[config.mk]
export PLATFORM = sky130hd
export DESIGN_NAME = qam16_sym_sched_flat
export DESIGN_NICKNAME = d
export VERILOG_FILES = /design/src/rtl/qam16_sym_sched_if.sv /design/src/rtl/qam16_sym_sched.sv /design/src/flat_wrapper.sv
export SDC_FILE = /design/constraint.sdc
export NUM_CORES = 1
export LEC_CHECK = 0
export CAP_MARGIN = 20
export CORE_UTILIZATION = 30
export DETAILED_ROUTE_END_ITERATION = 8
export PLACE_DENSITY_LB_ADDON = 0.2
export SLEW_MARGIN = 20
export SYNTH_ARGS = -nofsm -noshare
export SYNTH_HDL_FRONTEND = slang
export SYNTH_SLANG_ARGS = --single-unit
[constraint.sdc]
create_clock -name clk -period 3.3 [get_ports clk]
set_input_delay 0.495 -clock clk [delete_from_list [all_inputs] [get_ports clk]]
set_output_delay 0.495 -clock clk [all_outputs]
set_load 0.005 [all_outputs]
[src/rtl/qam16_sym_sched_if.sv]
// Handshake and mapper-side signal bundle for the QAM16 symbol scheduler.
// The master side is the byte source and controller; the slave side is the scheduler.
interface qam16_sym_sched_if;
  logic       tx_en;
  logic [7:0] s_data;
  logic       s_valid;
  logic       s_ready;
  logic [3:0] din;
  logic       sym_stb;
  logic       map_rst;
  logic       busy;
  logic       underrun;

  modport master (
    output tx_en, s_data, s_valid,
    input  s_ready, din, sym_stb, map_rst, busy, underrun
  );

  modport slave (
    input  tx_en, s_data, s_valid,
    output s_ready, din, sym_stb, map_rst, busy, underrun
  );
endinterface

[src/rtl/qam16_sym_sched.sv]
// Frames payload bytes into preamble/payload/flush nibble symbols for the QAM16 mapper,
// presenting one symbol on din every SYM_DIV clocks and resetting the mapper per frame.
module qam16_sym_sched #(
  parameter int         SYM_DIV      = 8,
  parameter int         PREAMBLE_LEN = 4,
  parameter logic [3:0] PREAMBLE_NIB = 4'h0,
  parameter int         FRAME_LEN    = 16,
  parameter int         FLUSH_LEN    = 2
) (
  input  logic               clk,
  input  logic               rst_n,
  qam16_sym_sched_if.slave   bus
);

  localparam int SYM_W  = $clog2(SYM_DIV);
  localparam int PRE_W  = (PREAMBLE_LEN > 1) ? $clog2(PREAMBLE_LEN) : 1;
  localparam int BYTE_W = (FRAME_LEN > 1)    ? $clog2(FRAME_LEN)    : 1;
  localparam int FL_W   = (FLUSH_LEN > 1)    ? $clog2(FLUSH_LEN)    : 1;

  localparam logic [SYM_W-1:0]  SYM_LAST   = SYM_W'(SYM_DIV - 1);
  localparam logic [PRE_W-1:0]  PRE_LAST   = PRE_W'(PREAMBLE_LEN - 1);
  localparam logic [BYTE_W-1:0] BYTE_LAST  = BYTE_W'(FRAME_LEN - 1);
  localparam logic [FL_W-1:0]   FLUSH_LAST = FL_W'(FLUSH_LEN - 1);

  typedef enum logic [1:0] {IDLE, PRE, DATA, FLUSH} state_t;
  // What the current DATA symbol on din is: high nibble, low nibble, or an underrun pad.
  typedef enum logic [1:0] {PH_HI, PH_LO, PH_PAD} phase_t;

  state_t              state_q, state_d;
  phase_t              phase_q, phase_d;
  logic [SYM_W-1:0]    sym_cnt_q, sym_cnt_d;
  logic [PRE_W-1:0]    pre_cnt_q, pre_cnt_d;
  logic [BYTE_W-1:0]   byte_cnt_q, byte_cnt_d;
  logic [FL_W-1:0]     flush_cnt_q, flush_cnt_d;
  logic [3:0]          lo_nib_q, lo_nib_d;
  logic [3:0]          din_q, din_d;
  logic                stb_q, stb_d;
  logic                under_q, under_d;
  logic                busy_q, busy_d;

  logic                boundary;
  logic                ready_c;
  logic                enter_pre;

  always_ff @(posedge clk or negedge rst_n) begin
    if (!rst_n) begin
      state_q     <= IDLE;
      phase_q     <= PH_HI;
      sym_cnt_q   <= '0;
      pre_cnt_q   <= '0;
      byte_cnt_q  <= '0;
      flush_cnt_q <= '0;
      lo_nib_q    <= '0;
      din_q       <= '0;
      stb_q       <= 1'b0;
      under_q     <= 1'b0;
      busy_q      <= 1'b0;
    end else begin
      state_q     <= state_d;
      phase_q     <= phase_d;
      sym_cnt_q   <= sym_cnt_d;
      pre_cnt_q   <= pre_cnt_d;
      byte_cnt_q  <= byte_cnt_d;
      flush_cnt_q <= flush_cnt_d;
      lo_nib_q    <= lo_nib_d;
      din_q       <= din_d;
      stb_q       <= stb_d;
      under_q     <= under_d;
      busy_q      <= busy_d;
    end
  end

  always_comb begin
    state_d     = state_q;
    phase_d     = phase_q;
    sym_cnt_d   = sym_cnt_q;
    pre_cnt_d   = pre_cnt_q;
    byte_cnt_d  = byte_cnt_q;
    flush_cnt_d = flush_cnt_q;
    lo_nib_d    = lo_nib_q;
    din_d       = din_q;
    stb_d       = 1'b0;
    under_d     = 1'b0;
    ready_c     = 1'b0;
    enter_pre   = 1'b0;

    if (state_q == IDLE) begin
      boundary = bus.tx_en;
    end else begin
      boundary  = (sym_cnt_q == SYM_LAST);
      sym_cnt_d = boundary ? '0 : sym_cnt_q + 1'b1;
    end

    if (boundary) begin
      unique case (state_q)
        IDLE: enter_pre = 1'b1;
        PRE: begin
          if (pre_cnt_q == PRE_LAST) begin
            state_d = DATA;
            ready_c = 1'b1;
          end else begin
            pre_cnt_d = pre_cnt_q + 1'b1;
            din_d     = PREAMBLE_NIB;
            stb_d     = 1'b1;
          end
        end
        DATA: begin
          case (phase_q)
            PH_HI: begin
              din_d   = lo_nib_q;
              phase_d = PH_LO;
              stb_d   = 1'b1;
            end
            PH_LO: begin
              if (byte_cnt_q == BYTE_LAST) begin
                state_d     = FLUSH;
                flush_cnt_d = '0;
                din_d       = 4'h0;
                stb_d       = 1'b1;
              end else begin
                byte_cnt_d = byte_cnt_q + 1'b1;
                ready_c    = 1'b1;
              end
            end
            PH_PAD:  ready_c = 1'b1;
            default: ;
          endcase
        end
        FLUSH: begin
          if (flush_cnt_q == FLUSH_LAST) begin
            if (bus.tx_en) begin
              enter_pre = 1'b1;
            end else begin
              state_d = IDLE;
              din_d   = 4'h0;
            end
          end else begin
            flush_cnt_d = flush_cnt_q + 1'b1;
            din_d       = 4'h0;
            stb_d       = 1'b1;
          end
        end
        default: ;
      endcase
    end

    // A missed byte sends a zero pad and leaves the byte index where it was.
    if (ready_c) begin
      stb_d = 1'b1;
      if (bus.s_valid) begin
        din_d    = bus.s_data[7:4];
        lo_nib_d = bus.s_data[3:0];
        phase_d  = PH_HI;
      end else begin
        din_d   = 4'h0;
        phase_d = PH_PAD;
        under_d = 1'b1;
      end
    end

    if (enter_pre) begin
      state_d    = PRE;
      sym_cnt_d  = '0;
      pre_cnt_d  = '0;
      byte_cnt_d = '0;
      phase_d    = PH_HI;
      din_d      = PREAMBLE_NIB;
      stb_d      = 1'b1;
    end

    busy_d = (state_d != IDLE);
  end

  assign bus.s_ready  = ready_c & rst_n;
  assign bus.map_rst  = enter_pre & rst_n;
  assign bus.din      = din_q;
  assign bus.sym_stb  = stb_q;
  assign bus.underrun = under_q;
  assign bus.busy     = busy_q;

endmodule

[src/flat_wrapper.sv]
// flat-port wrapper written by rule: the top's interface ports become plain ports
module qam16_sym_sched_flat 
#(
  parameter int         SYM_DIV      = 8,
  parameter int         PREAMBLE_LEN = 4,
  parameter logic [3:0] PREAMBLE_NIB = 4'h0,
  parameter int         FRAME_LEN    = 16,
  parameter int         FLUSH_LEN    = 2
)
  (clk, rst_n, bus_tx_en, bus_s_data, bus_s_valid, bus_s_ready, bus_din, bus_sym_stb, bus_map_rst, bus_busy, bus_underrun);
  qam16_sym_sched_if bus_i ();
  input  logic clk;
  input  logic rst_n;
  input wire logic [$bits(bus_i.tx_en)-1:0] bus_tx_en;
  input wire logic [$bits(bus_i.s_data)-1:0] bus_s_data;
  input wire logic [$bits(bus_i.s_valid)-1:0] bus_s_valid;
  output wire logic [$bits(bus_i.s_ready)-1:0] bus_s_ready;
  output wire logic [$bits(bus_i.din)-1:0] bus_din;
  output wire logic [$bits(bus_i.sym_stb)-1:0] bus_sym_stb;
  output wire logic [$bits(bus_i.map_rst)-1:0] bus_map_rst;
  output wire logic [$bits(bus_i.busy)-1:0] bus_busy;
  output wire logic [$bits(bus_i.underrun)-1:0] bus_underrun;
  assign bus_i.tx_en = bus_tx_en;
  assign bus_i.s_data = bus_s_data;
  assign bus_i.s_valid = bus_s_valid;
  assign bus_s_ready = bus_i.s_ready;
  assign bus_din = bus_i.din;
  assign bus_sym_stb = bus_i.sym_stb;
  assign bus_map_rst = bus_i.map_rst;
  assign bus_busy = bus_i.busy;
  assign bus_underrun = bus_i.underrun;
  qam16_sym_sched #(.SYM_DIV(SYM_DIV), .PREAMBLE_LEN(PREAMBLE_LEN), .PREAMBLE_NIB(PREAMBLE_NIB), .FRAME_LEN(FRAME_LEN), .FLUSH_LEN(FLUSH_LEN)) u_core (.clk(clk), .rst_n(rst_n), .bus(bus_i));
endmodule
== After elaboration in Yosys (flattened, before gate mapping) ==
Cells that the tools add are included.
Widths: inputs -> output; s select.

* Output and inout bits: 9
* Register bits after elaboration: 25
* Input port bits: 12

* $add $sub $neg: 4
* Reduce and logical (&&, ||, !) cells: 18
* Equal/unequal tests: 17
* Muxes and demuxes: 60
* Bitwise operators: 2

{| class="wikitable"
|+ Operators with widths
! operator !! count
|-
| $mux 4 || 13
|-
| $mux 2 || 17
|-
| $mux 1 || 18
|-
| $pmux 4 s3 || 1
|-
| $reduce_bool 2->1 || 6
|-
| $ne 2x1->1 const B || 5
|-
| $ne 5x2->1 const B || 2
|-
| $pmux 1 s2 || 5
|-
| $mux 3 || 3
|-
| $reduce_bool 3->1 || 3
|-
| $eq 2x2->1 const B || 4
|-
| $pmux 4 s2 || 1
|-
| $reduce_and 4->1 || 2
|-
| $pmux 2 s3 || 1
|-
| $reduce_and 3->1 || 2
|-
| $reduce_and 6->1 || 1
|-
| $ne 5x5->1 const B || 1
|-
| $reduce_bool 5->1 || 1
|-
| $add 4x1->4 const B || 1
|-
| $eq 2x1->1 const B || 2
|-
| $eq 4x4->1 const B || 1
|-
| $logic_not 2->1 || 2
|-
| $ne 4x2->1 const B || 1
|-
| $add 3x1->3 const B || 1
|-
| other kinds (6) || 7
|}

== Logic depth before layout (Yosys ltp) ==
Gate-level depths: netlist of the first run.

* Word-level depth: 7
* Gate-level depth with buffers: 9
* Depth with buffers taken out: 7

== Worst setup path after synthesis of the first run ==
OpenSTA, ideal clock, no wires.

* Path type: reg-to-reg
* Start: register u_core.sym_cnt_q[0]
* End: register u_core.din_q[3] (netlist: u_core.bus.din[3])
* Buffers on the path: 1
* Cell stages (with the launch flop): 9
* Setup slack: 1.350 ns
* Library setup time: 0.121 ns
* Arrival: 1.829 ns
* Data required time: 3.179 ns
* Cell sequence: dfrtp_1 ha_1 ha_1 mux2_4 and3_4 and3_4 buf_6 and3_1 o22a_1

* Cells in the longest elaborated chain, start to end: 5
* Elaborated cells between the ends (all ways): 13
* Those cells by class: eq/ne: 5; mux: 5; reduce/logical: 3

{| class="wikitable"
|+ RTL lines
! what !! line !! source
|-
| start, declared || qam16_sym_sched.sv:31 || <nowiki>logic [SYM_W-1:0] sym_cnt_q, sym_cnt_d;</nowiki>
|-
| start signal, assigned || qam16_sym_sched.sv:61 || <nowiki>sym_cnt_q <= sym_cnt_d;</nowiki>
|-
| $eq 3x3->1 (*) || qam16_sym_sched.sv:90 || <nowiki>boundary = (sym_cnt_q == SYM_LAST);</nowiki>
|-
| $mux 1 (*) || qam16_sym_sched.sv:87 || <nowiki>if (state_q == IDLE) begin</nowiki>
|-
| $mux 1 || qam16_sym_sched.sv:94 || <nowiki>if (boundary) begin</nowiki>
|-
| $ne 5x2->1 (no line) (tied with other cells) || -- ||
|-
| $reduce_and 6->1 (no line) / $mux 4 (equally long branches) || -- ||
|-
| end signal, assigned || qam16_sym_sched.sv:66 || <nowiki>din_q <= din_d;</nowiki>
|-
| end, declared || qam16_sym_sched.sv:36 || <nowiki>logic [3:0] din_q, din_d;</nowiki>
|}

Every way passes the cells marked *; elsewhere a longest branch is shown, timed or not.
A chain may end at the register's enable or synchronous reset.

== Worst setup path after layout of the first run ==
* Start: register u_core.state_q[0]
* End: output port bus_s_ready

* Cells in the longest elaborated chain, start to end: 4
* Elaborated cells between the ends (all ways): 7
* Those cells by class: eq/ne: 2; mux: 3; bitwise: 1; reduce/logical: 1

{| class="wikitable"
|+ RTL lines
! what !! line !! source
|-
| start, declared || qam16_sym_sched.sv:29 || <nowiki>state_t state_q, state_d;</nowiki>
|-
| start signal, assigned || qam16_sym_sched.sv:59 || <nowiki>state_q <= state_d;</nowiki>
|-
| $eq 2x2->1 (tied with other cells) || qam16_sym_sched.sv:95 || <nowiki>unique case (state_q)</nowiki>
|-
| $pmux 1 s2 / $mux 1 (equally long branches) || qam16_sym_sched.sv:95, qam16_sym_sched.sv:87 ||
|-
| $mux 1 (*) || qam16_sym_sched.sv:94 ||
|-
| $and 1x1->1 (*) || qam16_sym_sched.sv:174 || <nowiki>assign bus.s_ready = ready_c & rst_n;</nowiki>
|-
| end, declared || flat_wrapper.sv:17 || <nowiki>output wire logic [$bits(bus_i.s_ready)-1:0] bus_s_ready;</nowiki>
|}

Marked as above.

==> results of run 1 <==
==> sequential cells by signal (all words and copies together) (netlist names) <==
register and flops:
u_core.bus.din 4, u_core.byte_cnt_q 4, u_core.lo_nib_q 4, u_core.sym_cnt_q 3
u_core.phase_q 2, u_core.pre_cnt_q 2, u_core.state_q 2, u_core.bus.busy 1
u_core.bus.sym_stb 1, u_core.bus.underrun 1, u_core.flush_cnt_q 1
==> power groups by stage <==
| stage | Sequential (uW) | Clock, uW | Combinational (uW) |
|---|---|---|---|
| after detailed placement | 427 | 0 | 401 |
| after floorplan | 425 | 0 | 234 |
| after CTS | 422 | 191 | 402 |
| final | 422 | 184 | 400 |
| after global placement | 428 | 0 | 391 |
| after global routing | 432 | 207 | 445 |
==> cells in the mapped netlist (all sizes together) (3+ instances only) <==
cell type  number
dfrtp          25
ha             12
nor2           11
a21oi           9
nand2           9
o21ai           8
inv             7
mux2            6
and2            5
and3            4
nand2b          4
nand3           4
a2bb2oi         3
mux2i           3
nand4           3
nor2b           3
==> worst max-delay path by stage <==
stage                   startpoint                end  slack [ns]  depth (start not counted)
2_1_floorplan  u_core.sym_cnt_q[0]  u_core.bus.din[3]        1.35                          8
3_3_place_gp             bus_tx_en        bus_s_ready        0.69                          5
3_5_place_dp             bus_tx_en        bus_s_ready        0.65                          5
4_1_cts          u_core.state_q[0]        bus_s_ready        0.56                          6
5_1_grt          u_core.state_q[0]        bus_s_ready        0.45                          6
6_report         u_core.state_q[0]        bus_s_ready        0.57                          6
==> stage by stage <==
step                instances  instance area, sq um  hold slack, ns  power (uW)
floorplan                 138                  1420           0.199         659
global placement          211                  1690           0.471         819
detailed placement        211                  1690           0.488         829
CTS                       215                  1740           0.509        1020
global route              215                  1740           0.523        1080
finish                    215                  1740           0.505        1010
==> layer usage <==
layer,up-vias,GRT usage (%)
li1,542,-
met1,517,17.7
met2,25,20.0
met3,4,3.85
met4,0,4.89
met5,-,0
==> placed cells by master, fill, tap and decap left out, types with 4 or more instances in the layout <==
cell / Yosys / final
nor2_1: 11 / 11
ha_1: 12 / 12
o21ai_0: 8 / 8
a21oi_1: 8 / 8
mux2_2: 5 / 5
nand3_1: 4 / 4
inv_1: 7 / 7
nand2b_1: 4 / 4
clkdlybuf4s50_1: 0 / 20
nand2_1: 9 / 9
and2_1: 5 / 5
dfrtp_1: 25 / 25
==> area by class of cell <==
| cell class | count | area, sq um |
|---|---|---|
| fillers | 445 | 2710 |
| repair buffers | 23 | 223 |
| well taps | 52 | 65.1 |
| clock buffers | 4 | 45.0 |
| flip-flops and latches | 25 | 626 |
| inverters | 7 | 26.3 |
| multi-input cells | 104 | 751 |
==> worst max-delay path: stages, from the launching register on <==
cell and delay [ns]:
dfrtp_1 0.44, inv_1 0.12, ha_1 0.25, mux2_4 0.36, and3_4 0.20, and3_1 0.16
clkdlybuf4s50_1 0.44
==> cell families (layout without fill, tap and decap cells) <==
kind of cell / count (synthesis) / in the layout
xor gates and xnor gates: 3 / 3
and+or+nand+nor: 49 / 49
buffers and inverters: 9 / 34
muxes: 9 / 9
AOI/OAI and AO/OA: 31 / 31
DFF: 25 / 25
adders and majority gates: 12 / 12
==> implementation parameters, run 1 <==
Parameter                              Value

Outcome
  Outcome ... complete, but fails checks
  Violations in the final reports ... DRC

Power and ir drop
  Combinational cell fraction of total power ... 39.8%
  Leak pwr ... 0.000786 uW
  Sequential cell fraction of total power ... around two fifths
  Fraction of power consumed by the clock network ... 18.3%
  P per Cell Area ... 580 nW/um^2
  Switching share of power ... 32.9%
  Cell-internal power ... between 600 and 700 uW
  Highest ir drop seen on vdd ... 0.240 mV
  Net switching component of the power ... 331 uW

Logic synthesis
  Seq cells post-synth ... 25
  Syn Std Cell Area ... 1420 sq um
  Number of library cell types mapped by synthesis ... 37
  Share of async-settable or async-resettable flops after synthesis ... 100%
  Register area share after synthesis ... 44.1%
  Post-synthesis share of cell area spent on and, or, nand and nor gates ... 18.9%
  Combinational family with the most area after synthesis ... simple AND/OR/NAND/NOR gates
  Share of the synthesized area in the top cell type ... between 40% and 50%
  Number of warning messages in the yosys log ... 0
  Nets in the synthesized netlist ... 162
  Post-synthesis cell count ... roughly 140
  Xor/xnor share of the synthesized area ... 1.85%
  Library cell occupying the most area in the post-synthesis netlist ... dfrtp_1
  Arithmetic-cell share of the synthesized area counting full adders, half adders and majority gates ... 10.6%
  Post-synthesis mux area share ... 7.15%
  Complex-gate fraction of the synthesized area ... between 10% and 20%
  Avg Inst Size Synth ... 10.3 sq um
  Synth area leaders ... dfrtp_1 44%, ha_1 11%, mux2_2 4.0%
  Number of enable flip-flop cells after synthesis ... 0
  Primary FF master, synth ... dfrtp_1

Place
  Global placer's final weighted congestion ... 0.911
  DP Wirelength ... 2.27 mm
  Count of port buffers added during placement ... 20
  Placement Setup Slack ... 0.651 ns

Timing
  Final period demand of the worst path ... 2.73 ns
  Highest achievable clock rate ... around 370 MHz
  Worst setup skew after layout ... about 0.0013 ns
  Final count of negative-setup-slack endpoints ... 0
  Final count of pins violating max slew ... 0
  Final total negative setup slack ... 0 ns
  Smallest setup slack after layout ... between 0.5 and 0.6 ns
  Unrepaired setup endpoints after global routing ... false
  Period Utilization, post-route ... 82.7%
  Slew at the pin with the worst max-slew slack ... about 0.34 ns
  Rel. slew slack ... 77.2%
  Final Hold Violating Endpoints ... 0

Detailed routing
  Vias ... 1088
  Detailed-route wire length ... 2.94 mm
  Met1 layer wirelength in the final routing ... 1.46 mm
  Met2 routed WL ... 1.28 mm
  Iteration-0 DRC Markers ... 78
  DR top layer ... met4
  Detail Route Antenna Nets ... 0
  Drt drc ... 6
  Met3 wirelength from detailed routing ... ~150 um
  Number of vias per cell after detailed routing ... 5.06
  Number of detailed-route iterations in the first pass ... 6
  DR WL/cell ... ~14 um

Finish
  Layout Utilization ... 39.0%
  Layout area overhead ... 22.4%
  Final #Nets ... 188
  Layout cells sized above 1 ... 11.0%
  Antenna diode count ... 0

Hold path
  Worst Hold Depth ... 1
  Path class of the lowest-slack min-delay path ... register to register
  Destination of the worst hold path ... u_core.lo_nib_q[1]
  Startpoint of the most critical hold path ... u_core.lo_nib_q[1]

Global routing
  Tot GR Track Use ... 13.1%
  Global route overflow ... 0
  Antenna violations before repair ... 0
  First-pass GRT wire length ... 5.11 mm
  Via count of the first global-routing pass ... roughly 1100
  Pin count of the biggest net entering global routing ... 17

Floorplanning
  Die Footprint ... 5000 sq um
  Top-level I/O count ... 21
  Rows ... 24
  Horizontal die dimension ... just over 70 um
  Die Span Y ... ~71 um
  Starting utilization of the core area ... 31.9%
  Area inside the core boundary ... 4440 sq um

Clocking
  Maximum buffer depth of the clock tree ... 2
  Post-CTS Setup Repair Bufs ... 0
  Skew-Pair Late Insertion Delay ... 0.27 ns
  Clock-pin slew on the worst setup and hold paths ... 0.08 ns
  Quantity of gates resized following cts ... 0
  Total CTS buffers ... 3
  CTS sink count ... 25
  Cts hold-fix bufs ... 0
  Deepest level of the CTS H-tree ... 1
  Clock tree root driver cell ... clkbuf_8
  TritonCTS clock tree ... done

Job
  Max-cap viol count ... 0

Critical path
  Required time of the critical path ... 2.80 ns
  Launching element type of the critical path ... register
  Worst path arrival time ... approximately 2.2 ns
  Critical path class ... register to output port
  Kind of capture point of the worst setup path ... output port
  Endpoint of the most critical register-to-register path ... u_core.bus.din[3]
  Count of cells along the worst register-to-register path ... 7
  Launch instance of the worst register-to-register path ... u_core.state_q[0]
  Reg-to-reg setup timing slack ... 1.14 ns
  Worst-path fanout max ... 7
No activity file was read; power rests on OpenSTA's default activity.
==> inputs of run 2 (changes only) <==
clock period = 2.55 ns   (was 3.3 ns; I/O delays follow)
==> run 2 against run 1 <==
- the run still ends with DRC left
- register-to-register slack worse by 0.62 ns
- utilization rose by 1.3 points
- combinational power increased by 40%
- critical path depth stayed put
- clock power up 28%
- via count up 2.3%
- hold slack better by 0.0026 ns
- cell count rose by 2.3%
- clock skew rose by 0.0042 ns
- routed wire length grew 5.1%
- total power grew 33%
- critical path type unchanged
==> implementation parameters, run 2 (synthesis results as in run 1) <==
Parameter                              Value

Hold path
  Destination of the worst hold path ... u_core.sym_cnt_q[2]
  Startpoint of the most critical hold path ... u_core.sym_cnt_q[2]
  Worst Hold Depth ... 2 (+1)
  Path class of the lowest-slack min-delay path ... register to register

Finish
  Final #Nets ... 193 (+2.7%)
  Layout area overhead ... 26.5%
  Layout Utilization ... 40.3% (+1.3 points)
  Antenna diode count ... 0 (unchanged)
  Leading cell type in the layout, fill and taps excluded ... dfrtp_1
  Most frequent cells in the layout ... 25 x dfrtp_1, 19 x clkdlybuf4s50_1, 11 x nor2_1
  Register area ... 626 sq um (unchanged)
  Final Cell Area ... 1790 sq um (+3.3%)
  Number of filler cells placed in the layout ... 460 (+3.4%)
  Multi-input logic area ... 768 sq um (+2.3%)
  Layout cells sized above 1 ... 15.5% (+4.4 points)

Timing
  Final period demand of the worst path ... between 2 and 2.5 ns
  Slew at the pin with the worst max-slew slack ... 0.347 ns (+0.00809 ns)
  Worst setup skew after layout ... 0.00547 ns (+0.00421 ns)
  Unrepaired setup endpoints after global routing ... false
  Final Hold Violating Endpoints ... 0 (unchanged)
  Final count of pins violating max slew ... 0 (unchanged)
  Period Utilization, post-route ... 93.2%
  Rel. slew slack ... 76.7% (-0.54 points)
  Smallest setup slack after layout ... 0.173 ns (-0.396 ns)
  Final count of negative-setup-slack endpoints ... 0 (unchanged)
  Final total negative setup slack ... 0 ns (unchanged)
  Highest achievable clock rate ... 421 MHz

Clocking
  TritonCTS clock tree ... done
  Maximum buffer depth of the clock tree ... 2 (unchanged)
  Deepest level of the CTS H-tree ... 1 (unchanged)
  Skew-Pair Late Insertion Delay ... 0.27 ns (about the same)
  Total CTS buffers ... 3 (unchanged)
  Clock-pin slew on the worst setup and hold paths ... 0.08 ns (about the same)
  CTS sink count ... 25 (unchanged)
  Clock tree root driver cell ... clkbuf_8

Critical path
  Kind of capture point of the worst setup path ... output port
  Count of cells along the worst register-to-register path ... 7 (unchanged)
  Required time of the critical path ... 2.17 ns (-0.63 ns)
  Reg-to-reg setup timing slack ... 0.52 ns (-0.62 ns)
  Launching element type of the critical path ... register
  Endpoint of the most critical register-to-register path ... u_core.bus.din[3]
  Worst path arrival time ... 1.99 ns (-0.25 ns)
  Crit-path max cell delay ... 0.43 ns (about the same)
  Crit-path leading delay family ... buffers and inverters
  Cell at the slowest stage of the critical path ... clkdlybuf4s50_1
  Worst-path fanout max ... 4 (-3)
  Launch instance of the worst register-to-register path ... u_core.sym_cnt_q[0]
  Cell Chain, Critical Path ... ha_1, ha_2, a31oi_1, nor3_2, and2_1, clkdlybuf4s50_1
  Critical path class ... register to output port
  Buf/Inv on CP ... 1 (-1)

Power and ir drop
  Leak pwr ... 0.000827 uW (+5.2%)
  Highest ir drop seen on vdd ... 0.375 mV (+56%)
  P per Cell Area ... 748 nW/um^2 (+29%)

Global routing
  Antenna violations before repair ... 0 (unchanged)
  First-pass GRT wire length ... 5.39 mm (+5.5%)
  Global route overflow ... 0 (unchanged)
  Pin count of the biggest net entering global routing ... 17 (unchanged)
  Tot GR Track Use ... 13.7% (+0.58 points)
  Via count of the first global-routing pass ... 1171 (+8.5%)

Detailed routing
  Number of vias per cell after detailed routing ... 5.06 (about the same)
  Number of detailed-route iterations in the first pass ... 6 (unchanged)
  Vias ... 1113 (+2.3%)
  Detailed-route wire length ... 3.09 mm (+5.1%)
  Iteration-0 DRC Markers ... 47 (-40%)
  Drt drc ... 6 (unchanged)
  Detail Route Antenna Nets ... 0 (unchanged)
  DR WL/cell ... 14.0 um (+2.7%)

Place
  Placed instance area ... 1700 sq um (+0.44%)
  Global placer's final weighted congestion ... 0.849 (-6.8%)
  DP Wirelength ... 2.36 mm (+3.8%)
  Placement Setup Slack ... 0.136 ns (-0.515 ns)
  Count of port buffers added during placement ... 20 (unchanged)

Floorplanning
  Rows ... 24 (unchanged)
  Horizontal die dimension ... 70.7 um (unchanged)
  Area inside the core boundary ... 4440 sq um (unchanged)
  Die Footprint ... 5000 sq um (unchanged)
  Top-level I/O count ... 21 (unchanged)
  Die Span Y ... 70.7 um (unchanged)
  Starting utilization of the core area ... 31.9% (unchanged)

Job
  Max-cap viol count ... 0 (unchanged)

Outcome
  Violations in the final reports ... DRC
  Outcome ... complete, but fails checks
-- run 2: changes by cell type in the layout (fill, tap and decap cells not counted), sizes merged --
cell	delta
buf	+5
clkdlybuf4s50	-1
dlymetal6s2s	+1
-- run 2: timing repair --
item | 4_1_cts | 5_1_grt
hold buffers | 0 | 0
setup endpoints to repair | 1 | 2
resized for setup | 2 | 3
buffers inserted | 3 | 1
pin swaps | 0 | 0
-- run 2: worst max-delay path by stage --
stage,cells past startpoint,endpoint,startpoint,slack [ns]
after floorplan,8,u_core.bus.din[3],u_core.sym_cnt_q[0],0.60
after global placement,5,bus_s_ready,bus_tx_en,0.16
after detailed placement,5,bus_s_ready,bus_tx_en,0.14
after CTS,6,bus_s_ready,u_core.sym_cnt_q[0],0.0006
after global routing,6,bus_map_rst,u_core.state_q[1],0.07
final,6,bus_map_rst,u_core.sym_cnt_q[0],0.17
-- run 2: routing by layer --
metal  vias to the layer above  global-route usage, %  part of all wire [%]
li1                        554                      -                     -
met1                       538                   18.0                    50
met2                        16                   22.9                    45
met3                         5                   3.56                   3.3
met4                         0                   2.89                  0.75
met5                         -                      0                     0
-- run 2: worst reg2reg max path, stage by stage, from the launching register on --
cell,delay (ns)
dfrtp_1,0.39
ha_1,0.20
ha_2,0.20
mux2_4,0.31
and3_4,0.20
a21oi_2,0.26
nand2_1,0.16
o22a_1,0.22
-- run 2: through the flow --
step           std cells  hold WS [ns]  power (uW)
3_3_place_gp         212         0.470        1060
3_5_place_dp         212         0.485        1070
4_1_cts              219         0.511        1340
2_1_floorplan        138        0.0869         853
6_report             220         0.507        1340
5_1_grt              220         0.538        1460
-- run 2: area by class of cell --
type	count	share of cell area, %
timing repair buffer	28	14.7
clock buffer	4	2.51
inverter	7	1.47
tap	52	3.63
multi-input combinational	104	42.8
sequential	25	34.9
-- run 2: report_power, final --
part           internal (uW)  switching (uW)
Combinational            312             248
Clock                    112             124
Sequential               489            55.5
==> inputs of run 3 (changes only) <==
==> constraint.sdc (replaced) <==
create_clock -name clk -period 2.55 [get_ports clk]
set_input_delay 0.765 -clock clk [delete_from_list [all_inputs] [get_ports clk]]
set_output_delay 0.765 -clock clk [all_outputs]
set_load 0.005 [all_outputs]
==> run 3 against run 2 <==
- the run still ends with DRC left
- flip-flop and latch count is the same
- clock power grew 6%
- routed wire length grew 16%
- global-route usage grew 1.2 points
- register-to-register slack lost 0.10 ns
- combinational power grew 25%
- critical path type is now primary input to output port
- largest cell class unchanged
- largest power group unchanged
==> implementation parameters, run 3 (synthesis results as in run 1) <==
Parameter                              Value

Outcome
  Outcome ... complete, but fails checks
  Violations in the final reports ... DRC

Timing
  Slew at the pin with the worst max-slew slack ... 0.459 ns (+0.112 ns)
  Period Utilization, post-route ... 98.3% (+5.1 points)
  Final total negative setup slack ... 0 ns (unchanged)
  Final period demand of the worst path ... 2.51 ns (+0.130 ns)
  Rel. slew slack ... 69.1% (-7.5 points)
  Final count of negative-setup-slack endpoints ... 0 (unchanged)
  Final Hold Violating Endpoints ... 0 (unchanged)
  Final count of pins violating max slew ... 0 (unchanged)
  Worst setup skew after layout ... 0.00520 ns (-0.000269 ns)
  Unrepaired setup endpoints after global routing ... false
  Highest achievable clock rate ... 399 MHz (-5.2%)

Critical path
  Worst path arrival time ... 1.74 ns (-0.25 ns)
  Kind of capture point of the worst setup path ... output port
  Cell Chain, Critical Path ... dlygate4sd2_1, mux2_4, and3_4, and3_4, buf_6
  Cell at the slowest stage of the critical path ... dlygate4sd2_1
  Launching element type of the critical path ... primary input
  Required time of the critical path ... 1.79 ns (-0.38 ns)
  Crit-path leading delay family ... buffers and inverters
  Worst-path fanout max ... 4 (unchanged)
  Buf/Inv on CP ... 2 (+1)
  Crit-path max cell delay ... 0.28 ns (-0.15 ns)
  Worst path most repeated cell ... and3_4
  Critical path class ... primary input to output port

Clocking
  Maximum buffer depth of the clock tree ... 2 (unchanged)
  CTS sink count ... 25 (unchanged)
  Skew-Pair Late Insertion Delay ... 0.27 ns (about the same)
  Deepest level of the CTS H-tree ... 1 (unchanged)
  TritonCTS clock tree ... done
  Clock tree root driver cell ... clkbuf_8
  Cts hold-fix bufs ... 0 (unchanged)
  Total CTS buffers ... 3 (unchanged)
  Clock-pin slew on the worst setup and hold paths ... 0.09 ns (about the same)

Detailed routing
  DR WL/cell ... 14.9 um (+6.5%)
  Number of detailed-route iterations in the first pass ... 6 (unchanged)
  Detailed-route wire length ... 3.59 mm (+16%)
  Drt drc ... 6 (unchanged)
  Detail Route Antenna Nets ... 0 (unchanged)
  Number of vias per cell after detailed routing ... 5.11 (+1.1%)
  Iteration-0 DRC Markers ... 59 (+26%)
  Vias ... 1227 (+10%)

Finish
  Leading cell type in the layout, fill and taps excluded ... buf_4
  Antenna diode count ... 0 (unchanged)
  Layout area overhead ... 40.4%
  Final Cell Area ... 1990 sq um (+11%)
  Final #Nets ... 213 (+10%)
  Layout cells sized above 1 ... 28.7% (+13 points)
  Most frequent cells in the layout ... 27 x buf_4, 25 x dfrtp_1, 16 x clkdlybuf4s50_1

Power and ir drop
  P per Cell Area ... 758 nW/um^2 (+1.4%)
  Highest ir drop seen on vdd ... 0.392 mV (+4.6%)
  Leak pwr ... 0.000916 uW (+11%)
  Sequential cell fraction of total power ... 36.8% (-3.8 points)
  Fraction of power consumed by the clock network ... 16.6% (-1.0 points)
  Cell-internal power ... 1010 uW (+10%)
  Net switching component of the power ... 503 uW (+18%)
  Switching share of power ... 33.3% (+1.4 points)
  Combinational cell fraction of total power ... 46.6% (+4.8 points)

Global routing
  Pin count of the biggest net entering global routing ... 16 (-1)
  First-pass GRT wire length ... 5.94 mm (+10%)
  Via count of the first global-routing pass ... 1245 (+6.3%)
  Antenna violations before repair ... 0 (unchanged)
  Global route overflow ... 0 (unchanged)
  Tot GR Track Use ... 14.9% (+1.2 points)

Floorplanning
  Rows ... 24 (unchanged)
  Starting utilization of the core area ... 31.9% (unchanged)
  Horizontal die dimension ... 70.7 um (unchanged)
  Die Span Y ... 70.7 um (unchanged)
  Top-level I/O count ... 21 (unchanged)
  Die Footprint ... 5000 sq um (unchanged)
  Area inside the core boundary ... 4440 sq um (unchanged)

Place
  Placed instance area ... 1830 sq um (+7.5%)
  DP Wirelength ... 2.64 mm (+12%)
  Count of port buffers added during placement ... 20 (unchanged)
  Global placer's final weighted congestion ... 0.825 (-2.9%)

Job
  Max-cap viol count ... 0 (unchanged)

Hold path
  Path class of the lowest-slack min-delay path ... register to register
## run 3: changes by cell type in the layout (fill, tap and decap cells not counted), sizes merged
cell	delta
clkdlybuf4s50	-3
buf	+21
dlymetal6s2s	-1
clkinvlp	+1
dlygate4sd2	+3
clkbuf	-1
## run 3: area by class of cell
type,instances,area (sq um)
Tap cell,52,65.1
Timing Repair Buffer,48,412
Multi-Input combinational cell,104,813
Clock buffer,3,41.3
Fill cell,428,2450
Sequential cell,25,626
Inverter,7,26.3
Clock inverter,1,7.51
## run 3: final timing paths
path                                      from                   end  slack (ns)  cells after the start
setup / recovery                     bus_tx_en           bus_s_ready        0.04                      5
hold / removal              u_core.lo_nib_q[1]    u_core.lo_nib_q[1]        0.51                      1
setup reg to reg           u_core.sym_cnt_q[0]     u_core.bus.din[0]        0.42                     10
hold reg to reg             u_core.lo_nib_q[1]    u_core.lo_nib_q[1]        0.51                      1
max in group asynchronous                rst_n    u_core.lo_nib_q[2]        1.66                      2
min in group asynchronous                rst_n  u_core.byte_cnt_q[0]        0.68                      2
## run 3: what timing repair did
item,CTS,global route
hold endpoints to repair,0,0
cloned,0,0
buffers inserted,4,3
endpoints found under the setup margin,2,1
pin swaps,5,2
resized for setup,18,4
## run 3: routing by layer
layer	GRT usage [%]	vias up	share of wire [%]
li1	-	594	-
met1	19.5	606	47
met2	25.2	23	49
met3	2.28	4	3.7
met4	5.11	0	1.0
met5	0	-	0
## run 3: power groups by stage
stage / sequential (uW) / clock, uW / combinational (uW)
after floorplan: 549 / 0 / 303
after global placement: 551 / 0 / 593
after detailed placement: 556 / 0 / 609
after CTS: 554 / 259 / 687
after global routing: 564 / 270 / 771
final: 556 / 250 / 703
## run 3: per-stage QoR
stage | hold slack [ns] | setup WS, ns | instances | utilization (%) | power (uW)
4_1_cts | 0.519 | -0.0592 | 237 | 44.1 | 1500
3_3_place_gp | 0.477 | -0.509 | 229 | 41.1 | 1140
3_5_place_dp | 0.487 | -0.516 | 229 | 41.1 | 1170
6_report | 0.514 | 0.0436 | 240 | 44.8 | 1510
5_1_grt | 0.543 | 0.00585 | 240 | 44.8 | 1610
2_1_floorplan | 0.456 | 0.370 | 138 | - | 853
